==> src/rtl/meteo_pkg.sv <==
// Shared constants for the BME280 measurement sequencer: FSM encoding, register map,
// byte counts, raw-field slicing and the byte-controller command bundle.
package meteo_pkg;

  localparam logic [3:0] ST_IDLE    = 4'd0;
  localparam logic [3:0] ST_W_ADDR  = 4'd1;
  localparam logic [3:0] ST_W_REG   = 4'd2;
  localparam logic [3:0] ST_W_DATA  = 4'd3;
  localparam logic [3:0] ST_W_WAIT  = 4'd4;
  localparam logic [3:0] ST_R_ADDRW = 4'd5;
  localparam logic [3:0] ST_R_REG   = 4'd6;
  localparam logic [3:0] ST_R_ADDRR = 4'd7;
  localparam logic [3:0] ST_R_BYTE  = 4'd8;
  localparam logic [3:0] ST_LATCH   = 4'd9;
  localparam logic [3:0] ST_ABORT   = 4'd10;

  localparam logic [7:0] REG_CTRL_HUM  = 8'hF2;
  localparam logic [7:0] REG_CTRL_MEAS = 8'hF4;
  localparam logic [7:0] REG_DATA      = 8'hF7;

  localparam int NBYTES_PT  = 6;
  localparam int NBYTES_HUM = 8;

  // Byte offsets of each raw field inside the burst-read buffer
  localparam int PRESS_IDX = 0;
  localparam int TEMP_IDX  = 3;
  localparam int HUM_IDX   = 6;
  localparam int RAW_PT_W  = 20;
  localparam int RAW_HUM_W = 16;

  typedef struct packed {
    logic       start;
    logic       stop;
    logic       read;
    logic       write;
    logic       ack_in;
    logic [7:0] din;
  } cmd_t;

  // 20-bit raw word: msb, lsb and the upper nibble of xlsb
  function automatic logic [RAW_PT_W-1:0] raw20(input logic [7:0] msb,
                                                input logic [7:0] lsb,
                                                input logic [7:0] xlsb);
    return {msb, lsb, xlsb[7:4]};
  endfunction

endpackage

==> src/rtl/meteo_rx_buf.sv <==
// Indexed byte capture register file, cleared at the start of each measurement.
// One write per cycle, zero-latency packed readout (byte i at bits [8*i+:8]).
module meteo_rx_buf #(
  parameter int DEPTH = 8
) (
  input  logic               clk,
  input  logic               rst_n,
  input  logic               clr,
  input  logic               wr_en,
  input  logic [2:0]         wr_idx,
  input  logic [7:0]         wr_dat,
  output logic [DEPTH*8-1:0] bytes_dat
);

  logic [7:0] mem_q [DEPTH];

  always_ff @(posedge clk or negedge rst_n) begin
    if (!rst_n) begin
      for (int i = 0; i < DEPTH; i++) mem_q[i] <= 8'h00;
    end else begin
      for (int i = 0; i < DEPTH; i++) begin
        if (clr)
          mem_q[i] <= 8'h00;
        else if (wr_en && wr_idx == 3'(i))
          mem_q[i] <= wr_dat;
      end
    end
  end

  for (genvar g = 0; g < DEPTH; g++) begin : g_pack
    assign bytes_dat[8*g +: 8] = mem_q[g];
  end

endmodule

==> src/rtl/meteo_i2c_seq.sv <==
// BME280 forced-measurement sequencer driving i2c_master_byte_ctrl; one run per Start_i.
// Registered outputs; each command holds until CmdAck_i. METEO_HUM_EN adds humidity.
module meteo_i2c_seq
  import meteo_pkg::*;
#(
  parameter logic [6:0]  SLAVE_ADDR = 7'h76,
  parameter logic [7:0]  CTRL_MEAS  = 8'h25,
  parameter logic [7:0]  CTRL_HUM   = 8'h01,
  parameter logic [15:0] CONV_WAIT  = 16'd10000
) (
  input  logic        Clk_i,
  input  logic        Rst_n_i,
  input  logic        Start_i,
  output logic        Start_o,
  output logic        Stop_o,
  output logic        Read_o,
  output logic        Write_o,
  output logic        AckIn_o,
  output logic [7:0]  Din_o,
  input  logic        CmdAck_i,
  input  logic        AckOut_i,
  input  logic [7:0]  Dout_i,
  input  logic        Al_i,
  output logic        Enable_i2c_o,
  output logic [19:0] Press_o,
  output logic [19:0] Temp_o,
`ifdef METEO_HUM_EN
  output logic [15:0] Hum_o,
`endif
  output logic        Valid_o,
  output logic        ErrFlag_o
);

`ifdef METEO_HUM_EN
  localparam int NBYTES = NBYTES_HUM;
  localparam int WR_LEN = 4;
`else
  localparam int NBYTES = NBYTES_PT;
  localparam int WR_LEN = 2;
`endif
  localparam logic [1:0]  WR_LAST   = 2'(WR_LEN - 1);
  localparam logic [2:0]  RD_LAST   = 3'(NBYTES - 1);
  localparam logic [15:0] WAIT_LAST = (CONV_WAIT == 16'd0) ? 16'd0 : CONV_WAIT - 16'd1;

  logic [3:0]          state_q;
  logic [15:0]         wait_cnt_q;
  logic [1:0]          wr_idx_q;
  logic [2:0]          rd_idx_q;
  cmd_t                cmd_q, cmd_nxt;
  logic [19:0]         press_q, temp_q;
  logic                valid_q, err_q, en_q;
  logic [7:0]          wr_entry;
  logic                wr_last, rd_last, cmd_busy, cmd_issue, cmd_done, nack, accept, rx_wr;
  logic [NBYTES*8-1:0] rx_dat;

  assign wr_last   = (wr_idx_q == WR_LAST);
  assign rd_last   = (rd_idx_q == RD_LAST);
  assign cmd_busy  = cmd_q.start | cmd_q.stop | cmd_q.read | cmd_q.write;
  assign cmd_issue = cmd_nxt.start | cmd_nxt.stop | cmd_nxt.read | cmd_nxt.write;
  assign cmd_done  = cmd_busy && CmdAck_i;
  assign nack      = cmd_done && cmd_q.write && AckOut_i;
  // A Start_i landing on the Valid_o cycle is dropped on purpose
  assign accept    = (state_q == ST_IDLE) && Start_i && !valid_q && !Al_i;
  assign rx_wr     = (state_q == ST_R_BYTE) && cmd_q.read && CmdAck_i;

  // Write list is consumed as (register, value) pairs in a single transaction
  always_comb begin
    wr_entry = 8'h00;
`ifdef METEO_HUM_EN
    case (wr_idx_q)
      2'd0:    wr_entry = REG_CTRL_HUM;
      2'd1:    wr_entry = CTRL_HUM;
      2'd2:    wr_entry = REG_CTRL_MEAS;
      default: wr_entry = CTRL_MEAS;
    endcase
`else
    wr_entry = wr_idx_q[0] ? CTRL_MEAS : REG_CTRL_MEAS;
`endif
  end

  always_comb begin
    cmd_nxt = '0;
    case (state_q)
      ST_W_ADDR: begin
        cmd_nxt.start = 1'b1;
        cmd_nxt.write = 1'b1;
        cmd_nxt.din   = {SLAVE_ADDR, 1'b0};
      end
      ST_W_REG, ST_W_DATA: begin
        cmd_nxt.write = 1'b1;
        cmd_nxt.stop  = (state_q == ST_W_DATA) && wr_last;
        cmd_nxt.din   = wr_entry;
      end
      ST_R_ADDRW: begin
        cmd_nxt.start = 1'b1;
        cmd_nxt.write = 1'b1;
        cmd_nxt.din   = {SLAVE_ADDR, 1'b0};
      end
      ST_R_REG: begin
        cmd_nxt.write = 1'b1;
        cmd_nxt.din   = REG_DATA;
      end
      ST_R_ADDRR: begin
        cmd_nxt.start = 1'b1;
        cmd_nxt.write = 1'b1;
        cmd_nxt.din   = {SLAVE_ADDR, 1'b1};
      end
      ST_R_BYTE: begin
        cmd_nxt.read   = 1'b1;
        cmd_nxt.ack_in = rd_last;
        cmd_nxt.stop   = rd_last;
      end
      ST_ABORT: cmd_nxt.stop = 1'b1;
      default: ;
    endcase
  end

  meteo_rx_buf #(.DEPTH(NBYTES)) u_rx_buf (
    .clk       (Clk_i),
    .rst_n     (Rst_n_i),
    .clr       (accept),
    .wr_en     (rx_wr),
    .wr_idx    (rd_idx_q),
    .wr_dat    (Dout_i),
    .bytes_dat (rx_dat)
  );

  always_ff @(posedge Clk_i or negedge Rst_n_i) begin
    if (!Rst_n_i) begin
      state_q    <= ST_IDLE;
      wait_cnt_q <= 16'd0;
      wr_idx_q   <= 2'd0;
      rd_idx_q   <= 3'd0;
      cmd_q      <= '0;
      press_q    <= 20'd0;
      temp_q     <= 20'd0;
      valid_q    <= 1'b0;
      err_q      <= 1'b0;
      en_q       <= 1'b0;
    end else begin
      valid_q <= 1'b0;
      if (Al_i) begin
        // Bus lost: no STOP, the winning master owns the bus
        state_q    <= ST_IDLE;
        cmd_q      <= '0;
        wait_cnt_q <= 16'd0;
        en_q       <= 1'b0;
        err_q      <= 1'b1;
      end else if (nack) begin
        state_q <= ST_ABORT;
        cmd_q   <= '0;
      end else if (cmd_done) begin
        cmd_q <= '0;
        case (state_q)
          ST_W_ADDR: state_q <= ST_W_REG;
          ST_W_REG: begin
            wr_idx_q <= wr_idx_q + 2'd1;
            state_q  <= ST_W_DATA;
          end
          ST_W_DATA: begin
            if (wr_last) begin
              wait_cnt_q <= 16'd0;
              state_q    <= ST_W_WAIT;
            end else begin
              wr_idx_q <= wr_idx_q + 2'd1;
              state_q  <= ST_W_REG;
            end
          end
          ST_R_ADDRW: state_q <= ST_R_REG;
          ST_R_REG:   state_q <= ST_R_ADDRR;
          ST_R_ADDRR: begin
            rd_idx_q <= 3'd0;
            state_q  <= ST_R_BYTE;
          end
          ST_R_BYTE: begin
            if (rd_last) state_q <= ST_LATCH;
            else         rd_idx_q <= rd_idx_q + 3'd1;
          end
          ST_ABORT: begin
            err_q   <= 1'b1;
            en_q    <= 1'b0;
            state_q <= ST_IDLE;
          end
          default: state_q <= ST_IDLE;
        endcase
      end else if (cmd_issue && !cmd_busy) begin
        cmd_q <= cmd_nxt;
      end else begin
        case (state_q)
          ST_IDLE: begin
            if (accept) begin
              err_q    <= 1'b0;
              en_q     <= 1'b1;
              wr_idx_q <= 2'd0;
              rd_idx_q <= 3'd0;
              state_q  <= ST_W_ADDR;
            end
          end
          ST_W_WAIT: begin
            if (wait_cnt_q >= WAIT_LAST) begin
              wait_cnt_q <= 16'd0;
              state_q    <= ST_R_ADDRW;
            end else begin
              wait_cnt_q <= wait_cnt_q + 16'd1;
            end
          end
          ST_LATCH: begin
            press_q <= raw20(rx_dat[8*PRESS_IDX +: 8], rx_dat[8*(PRESS_IDX+1) +: 8],
                             rx_dat[8*(PRESS_IDX+2) +: 8]);
            temp_q  <= raw20(rx_dat[8*TEMP_IDX +: 8], rx_dat[8*(TEMP_IDX+1) +: 8],
                             rx_dat[8*(TEMP_IDX+2) +: 8]);
            valid_q <= 1'b1;
            en_q    <= 1'b0;
            state_q <= ST_IDLE;
          end
          default: ;
        endcase
      end
    end
  end

`ifdef METEO_HUM_EN
  logic [RAW_HUM_W-1:0] hum_q;
  always_ff @(posedge Clk_i or negedge Rst_n_i) begin
    if (!Rst_n_i)
      hum_q <= '0;
    else if (!Al_i && !cmd_busy && state_q == ST_LATCH)
      hum_q <= {rx_dat[8*HUM_IDX +: 8], rx_dat[8*(HUM_IDX+1) +: 8]};
  end
  assign Hum_o = hum_q;
  logic unused_bits;
  assign unused_bits = ^{rx_dat[8*(PRESS_IDX+2) +: 4], rx_dat[8*(TEMP_IDX+2) +: 4]};
`else
  logic unused_bits;
  assign unused_bits = ^{rx_dat[8*(PRESS_IDX+2) +: 4], rx_dat[8*(TEMP_IDX+2) +: 4], CTRL_HUM};
`endif

  assign Start_o      = cmd_q.start;
  assign Stop_o       = cmd_q.stop;
  assign Read_o       = cmd_q.read;
  assign Write_o      = cmd_q.write;
  assign AckIn_o      = cmd_q.ack_in;
  assign Din_o        = cmd_q.din;
  assign Enable_i2c_o = en_q;
  assign Press_o      = press_q;
  assign Temp_o       = temp_q;
  assign Valid_o      = valid_q;
  assign ErrFlag_o    = err_q;

endmodule

==> config.mk <==
export PLATFORM = sky130hd
export DESIGN_NAME = meteo_i2c_seq
export DESIGN_NICKNAME = d
export VERILOG_FILES = /design/src/rtl/meteo_pkg.sv /design/src/rtl/meteo_rx_buf.sv /design/src/rtl/meteo_i2c_seq.sv
export SDC_FILE = /design/constraint.sdc
export NUM_CORES = 1
export LEC_CHECK = 0
export ABC_AREA = 1
export CORE_ASPECT_RATIO = 1.75
export CORE_MARGIN = 10
export CORE_UTILIZATION = 50
export DETAILED_ROUTE_END_ITERATION = 16
export PLACE_DENSITY = 0.76
export SLEW_MARGIN = 30
export SYNTH_ARGS = -nofsm -noshare
export SYNTH_HDL_FRONTEND = slang
export SYNTH_SLANG_ARGS = --single-unit
==> constraint.sdc <==
create_clock -name Clk_i -period 1.35 [get_ports Clk_i]
set_input_delay 0.405 -clock Clk_i [delete_from_list [all_inputs] [get_ports Clk_i]]
set_output_delay 0.405 -clock Clk_i [all_outputs]
set_load 0.02 [all_outputs]
# --- Word level (Yosys, flattened, before mapping) ---
# Cells that the tools add are included.
# Widths: inputs -> output; s select.
word_totals:
  register_bits: 129
  latchBits: 0
  ramBits: 0
  romBits: 0
  inputBits: 14
  output_inout_bits: 56
  word_cells: 184
  memories: 0
op_classes:
  n_addsub: 3
  n_mul: 0
  div_mod_pow: 0
  n_lt_le_gt_ge: 1
  n_eq_ne: 31
  n_shift: 0
  muxes: 72
  n_bitwise: 10
  n_reduce_logical: 46
op_table:
  columns: ["op", "n"]
  rows:
  - ["$mux 16", 8]
  - ["$mux 8", 13]
  - ["$mux 13", 4]
  - ["$pmux 8 s4", 1]
  - ["$mux 4", 7]
  - ["$pmux 4 s7", 1]
  - ["$reduce_and 5->1", 5]
  - ["$mux 1", 22]
  - ["$mux 3", 6]
  - ["$add 16x1->16 const B", 1]
  - ["$eq 4x3->1 const B", 4]
  - ["$ge 16x14->1 const B", 1]
  - ["$logic_and 1x1->1", 16]
  - ["$reduce_bool 2->1", 8]
  - ["$ne 5x5->1 const B", 3]
  - ["$reduce_and 7->1", 2]
  - ["$eq 4x4->1 const B", 3]
  - ["$ne 3x3->1 const B", 4]
  - ["$pmux 4 s3", 1]
  - ["$mux 2", 5]
  - ["$reduce_bool 3->1", 3]
  - ["$eq 4x2->1 const B", 2]
  - ["$ne 4x4->1 const B", 2]
  - ["$reduce_bool 4->1", 2]
  - ["23 further kinds", 39]

# --- Longest topological paths before layout ---
logic_depth:
  depth_word: 11
  mapped_depth: 11
  depth_no_buf: 10

# --- Hierarchy ---
# From an unflattened synthesis, not the netlist that was laid out.
unflattened:
  cells_unflattened: 763
  hier_area_um2: 6095.8
modules_own_cells:
  columns: ["mod", "n_inst", "cells_per_inst", "area_each_um2", "seq_area_each_um2"]
  rows:
  - ["meteo_i2c_seq", 1, 522, 4060.1, 1976.9]
  - ["meteo_rx_buf", 1, 241, 2035.7, 1201.2]

# --- Worst setup path before layout ---
# No wires, ideal clock.
synth_timing:
  path_type: "register to register"
  from: "register cmd_q (netlist bit Read_o)"
  to: "register state_q[1]"
  setup_ns: 0.119
  arrival_time_ns: 1.459
  required_ns: 1.231
  path_slack_ns: -0.228
  stages_incl_launch_ff: 11
  path_buffers: 1
  period_less_slack_ns: 1.578
  cell_sequence: "dfrtp_1 nor2_1 nand2_1 nand2_1 buf_4 nand2_4 nor2_1 nor2_1 nand3_1 nand2_1 nand2_1"
synth_via:
  elab_chain_len: 7
  elab_cells_between_ends: 16
  cone_classes: "eq/ne (4); mux (3); bitwise (2); reduce/logical (7)"
synth_rtl:
  columns: ["element", "line", "text"]
  rows:
  - ["start, declared", "meteo_i2c_seq.sv:49", "cmd_t cmd_q, cmd_nxt;"]
  - ["start signal, assigned", "meteo_i2c_seq.sv:187", "cmd_q <= cmd_nxt;"]
  - ["$or 1x1->1 (*) (2 in series)", "meteo_i2c_seq.sv:58", "assign cmd_busy = cmd_q.start | cmd_q.stop | cmd_q.read | cmd_q.write;"]
  - ["$logic_and 1x1->1", "meteo_i2c_seq.sv:60", "assign cmd_done = cmd_busy && CmdAck_i;"]
  - ["$logic_and 1x1->1 (2 in series)", "meteo_i2c_seq.sv:61", "assign nack = cmd_done && cmd_q.write && AckOut_i;"]
  - ["$ne 5x5->1 (no line) (tied with other cells)", null, null]
  - ["$reduce_and 5->1 (no line) / $mux 4 (equally long branches)", null, null]
  - ["end signal, assigned", "meteo_i2c_seq.sv:130", "state_q <= ST_IDLE;"]
  - ["end signal, assigned", "meteo_i2c_seq.sv:144", "state_q <= ST_IDLE;"]
  - ["end signal, assigned", "meteo_i2c_seq.sv:150", "state_q <= ST_ABORT;"]
  - ["end, declared", "meteo_i2c_seq.sv:45", "logic [3:0] state_q;"]
# Mark *: on every way between the ends. The rest lies on a longest branch, timed or not.
# A chain may end at the register's enable or synchronous reset.

# --- Final worst setup path ---
layout_timing:
  from: "register state_q[1]"
  to: "register u_rx_buf.mem_q (netlist bit u_rx_buf.bytes_dat[30])"
layout_via:
  elab_chain_len: 5
  elab_cells_between_ends: 10
  cone_classes: "eq/ne (1); mux (1); reduce/logical (8)"
layout_rtl:
  columns: ["element", "line", "text"]
  rows:
  - ["$eq 4x4->1 / $logic_not 4->1 (equally long branches)", "meteo_i2c_seq.sv:64, meteo_i2c_seq.sv:63", null]
  - ["$logic_and 1x1->1 (on tied branches) (2 in series)", "meteo_i2c_seq.sv:64, meteo_i2c_seq.sv:63", null]
  - ["$logic_and 1x1->1 (on tied branches)", "meteo_rx_buf.sv:24, meteo_i2c_seq.sv:63", null]
  - ["$reduce_bool 2->1 (no line) / $mux 8 (equally long branches)", null, null]
  - ["end signal, assigned by index", "meteo_rx_buf.sv:25", "mem_q[i] <= wr_dat;"]
  - ["end, declared", "meteo_rx_buf.sv:15", "logic [7:0] mem_q [DEPTH];"]
# Parallel ways exist; a longest one is shown, timed or not.

==> impl_summary.md <==
CTS
The clock passes through at most 2 buffers. The tree is rooted in a clkbuf_16. The later-pin clock latency in the skew report is around 420 ps. The number of buffers inserted during clock tree synthesis is 17. TritonCTS built the clock tree. The clock transition at the register clock pins on the worst setup and hold paths after CTS is ~60 ps. The number of clock sinks seen by CTS is around 120. The H-tree generated during clock tree synthesis spans 4 levels.

Global route
Entering global routing, the biggest net connects 37 pins. The number of antenna violations at the first check in global routing is 0. The remaining global-route overflow is 0.

The via count of the first global-routing pass is 6314. Global routing used about 27% of the available tracks across all layers. The first-pass GRT wire length is between 30000 and 40000 µm.

Placed design
During placement, the flow inserted port buffers numbering 69. Summing all placed instances gives a cell area of roughly 7200 µm². The number of placed instances, taps included, is 955. The detailed placer's ending HPWL is about 12000 µm.

The weighted congestion reported at the end of routability-driven placement is 1.004.

Timing
The final worst-path setup slack is -575.9 ps. Setup repair after global routing could not meet its margin everywhere. The worst path uses 142.7% of the clock period.

The clock period minus worst slack is 1926 ps. The final hold violation count was 0. The maximum clock rate is approximately 0.52 GHz. The number of endpoints failing setup at the final stage is around 170. Headroom to the max-slew limit came out at between 60% and 70%. The clock arrives with about 15 ps of skew. The actual transition at the worst max-transition pin is ~570 ps. On the final layout, the worst hold slack is roughly 420 ps. The total count of max-transition violations in the final report is 0.

Synth
The cell area that synthesis handed to floorplanning was about 5500 µm². Averaged over all synthesized cells, the footprint is about 8.2 µm². The number of instances in the synthesized netlist is approximately 670. The distinct cell type count after synthesis is 31. The number of storage elements in the synthesis netlist is between 100 and 150.

The number of nets in the synthesized netlist is 692. The sequential cell area fraction in the yosys report is a little over half. The warning count from the yosys run is 0.

Worst setup path
The worst register-to-register path has a depth of 10. The stage delay of the slowest cell on the critical path is about 440 ps. The arrival time reported for the critical path endpoint is roughly 2200 ps. The cell with the largest stage delay on the worst path is dfrtp_2. The critical path in this run is classified as register to register. The number of logic stages on the critical path including buffering is 10. The sum of buffers and inverters on the critical path is 4. The worst setup path is captured at a register. The sort of element at the start of the critical path is a register.

The kind of cell with the highest combined delay along the critical path is simple AND/OR/NAND/NOR gates. In this run the worst path has a maximum fanout of 6. The data required time at the worst endpoint is approximately 1600 ps. Traced cell by cell, the critical path runs through buf_6 > nor2_4 > nand2_4 > nor2_4 > inv_6 > o21ai_4 > buf_6 > buf_12 > nand2_2 > o21ai_1.

Layout
From synthesis to final layout, the design area changed by 74.65%. The final standard cell count with taps included and fillers excluded is about 1100. The most common cell after layout, fill and taps aside is nand2_1. In the layout the commonest cells are nand2_1 (166), buf_4 (133), dfrtp_1 (110). After routing the design area is between 9000 and 10000 µm².

The number of antenna diodes in the final layout is 0. The proportion of layout cells with a drive suffix above 1 is 49.47%. The number of nets in the layout is 952.

Floorplanning
From bottom edge to top edge, the die measures ~160 µm. The floorplan step defined a die boundary enclosing roughly 16000 µm². The placeable core area is 10760 µm². The die extent in x is 99.28 µm. Once the floorplan was initialized, standard cells occupied around 51% of the core. 70 I/O pins were placed. After floorplanning, the core was divided into 50 placement rows.

Power
Summed over all cells, the static leakage comes to 0.004804 µW. IR analysis of the VDD net gives a maximum drop of approximately 2.0 mV. The power consumption is about 22000 µW. Dividing total power by cell area gives a power density of 2285 nW/µm².

Job
Across the run, the number of max-cap violations was 0.

Routing
The final routed wire length divided by cell count is between 20 and 25 µm. Before antenna repair, the detailed router went through 7 iterations. The DRC violation total after the first TritonRoute iteration is 589.

After detailed routing, the number of vias per cell comes to 5.975. For this block, the via count after detailed routing is ~6400. The number of remaining DRC errors is 0. The count of nets left with antenna violations once routing finished came out at 0. The total wirelength of the detailed-routed design is between 20000 and 30000 µm.

Run status
The run finished, with violations left. The checks that failed: setup timing.

Worst hold path
The worst hold-check path type is input pin to async pin.
logic make-up after synthesis:
kind of cell	after synthesis	share of synthesized area, %
buffers and inverters	105	8.123
AOI/OAI and AO/OA	109	10.74
DFF	119	54.15
xor gates and xnor gates	3	0.4779
adders and majority gates	7	1.593
and+or+nand+nor	328	24.91
worst paths after layout:
check / start / end / slack [ps]
min in group Clk_i: u_rx_buf.bytes_dat[0] / Press_o[12] / 500
max in group asynchronous: Rst_n_i / state_q[1] / 400
worst min-delay path: Rst_n_i / Press_o[6] / 420
worst min register to register: u_rx_buf.bytes_dat[0] / Press_o[12] / 500
worst max-delay path: state_q[1] / u_rx_buf.bytes_dat[30] / -580
worst max register to register: state_q[1] / u_rx_buf.bytes_dat[30] / -580
synth_stat cells:
library cell	instances	area, µm²
nand2_1	220	825.8
dfrtp_1	119	2978
inv_4	1	6.260
buf_2	7	35.03
inv_2	4	15.01
o21ai_2	3	26.28
buf_6	1	11.26
nor2_4	2	22.52
nor2_1	47	176.4
nor2_2	4	25.02
nand2_2	1	6.260
nand3_4	1	17.52
xor2_1	3	26.28
a21oi_1	9	45.04
o21bai_1	2	15.01
o21ai_4	2	32.53
o21ai_1	22	110.1
a31oi_1	1	6.260
nand2_4	1	11.26
buf_4	9	67.56
nand4_2	1	12.51
nand4_1	9	56.30
ha_1	7	87.58
inv_1	78	292.8
or2_2	1	6.260
o21ai_0	68	340.3
nor3_1	4	20.02
nand3_2	1	10.01
nand3_1	36	180.2
clkbuf_1	5	18.77
o211ai_1	2	15.01
through the flow:
step | utilization [%] | setup slack, ps | setup TNS, ps
floorplan | - | -127.5 | -7789
global placement | 66.90 | -629.8 | -57070
detailed placement | 66.90 | -607.3 | -60740
CTS | 84.38 | -314.0 | -30080
global route | 89.26 | -651.8 | -52920
finish | 89.26 | -575.9 | -44640
routing by layer:
metal / global-route usage (%) / wire (µm) / vias up
met5: 0 / 0 / -
met4: 17.08 / 2206 / 0
met3: 6.293 / 1662 / 193
met2: 50.24 / 13520 / 463
met1: 24.93 / 8033 / 3101
li1: - / - / 2660
worst reg2reg max path, cell delays in order, from the launching register on:
cell	delay (ps)
dfrtp_2	440
buf_6	130
nor2_4	180
nand2_4	90
nor2_4	250
inv_6	90
o21ai_4	100
buf_6	140
buf_12	120
nand2_2	50
o21ai_1	210
sequential cells by signal (all words and copies together) (netlist names):
signal	cells
u_rx_buf.bytes_dat	40
Stop_o	1
rd_idx_q	3
Din_o	6
Read_o	1
ErrFlag_o	1
Write_o	1
Valid_o	1
Press_o	20
wr_idx_q	2
AckIn_o	1
state_q	4
Temp_o	20
wait_cnt_q	16
Enable_i2c_o	1
Start_o	1
where the power goes:
part | switching [µW] | internal (µW) | total, µW
Combinational | 5740 | 4920 | 10700
Clock | 1840 | 3670 | 5520
Sequential | 974 | 4790 | 5770
final cells by class:
cell class,count,area (µm²)
Sequential cell,119,2989
Timing Repair Buffer,260,2531
Fill cell,418,1156
Inverter,83,340.3
Timing Repair inverter,1,8.758
Tap cell,130,162.7
Clock buffer,18,429.2
Multi-Input combinational cell,449,2875
Clock inverter,14,267.8
repair_timing:
action	in CTS	in global routing
endpoints found under the setup margin	174	175
hold endpoints to repair	16	0
pin swaps	42	33
gates resized for setup	524	93
setup buffers	57	33
gates cloned	3	1
hold buffers	1	0
(Power assumes the default switching activity.)
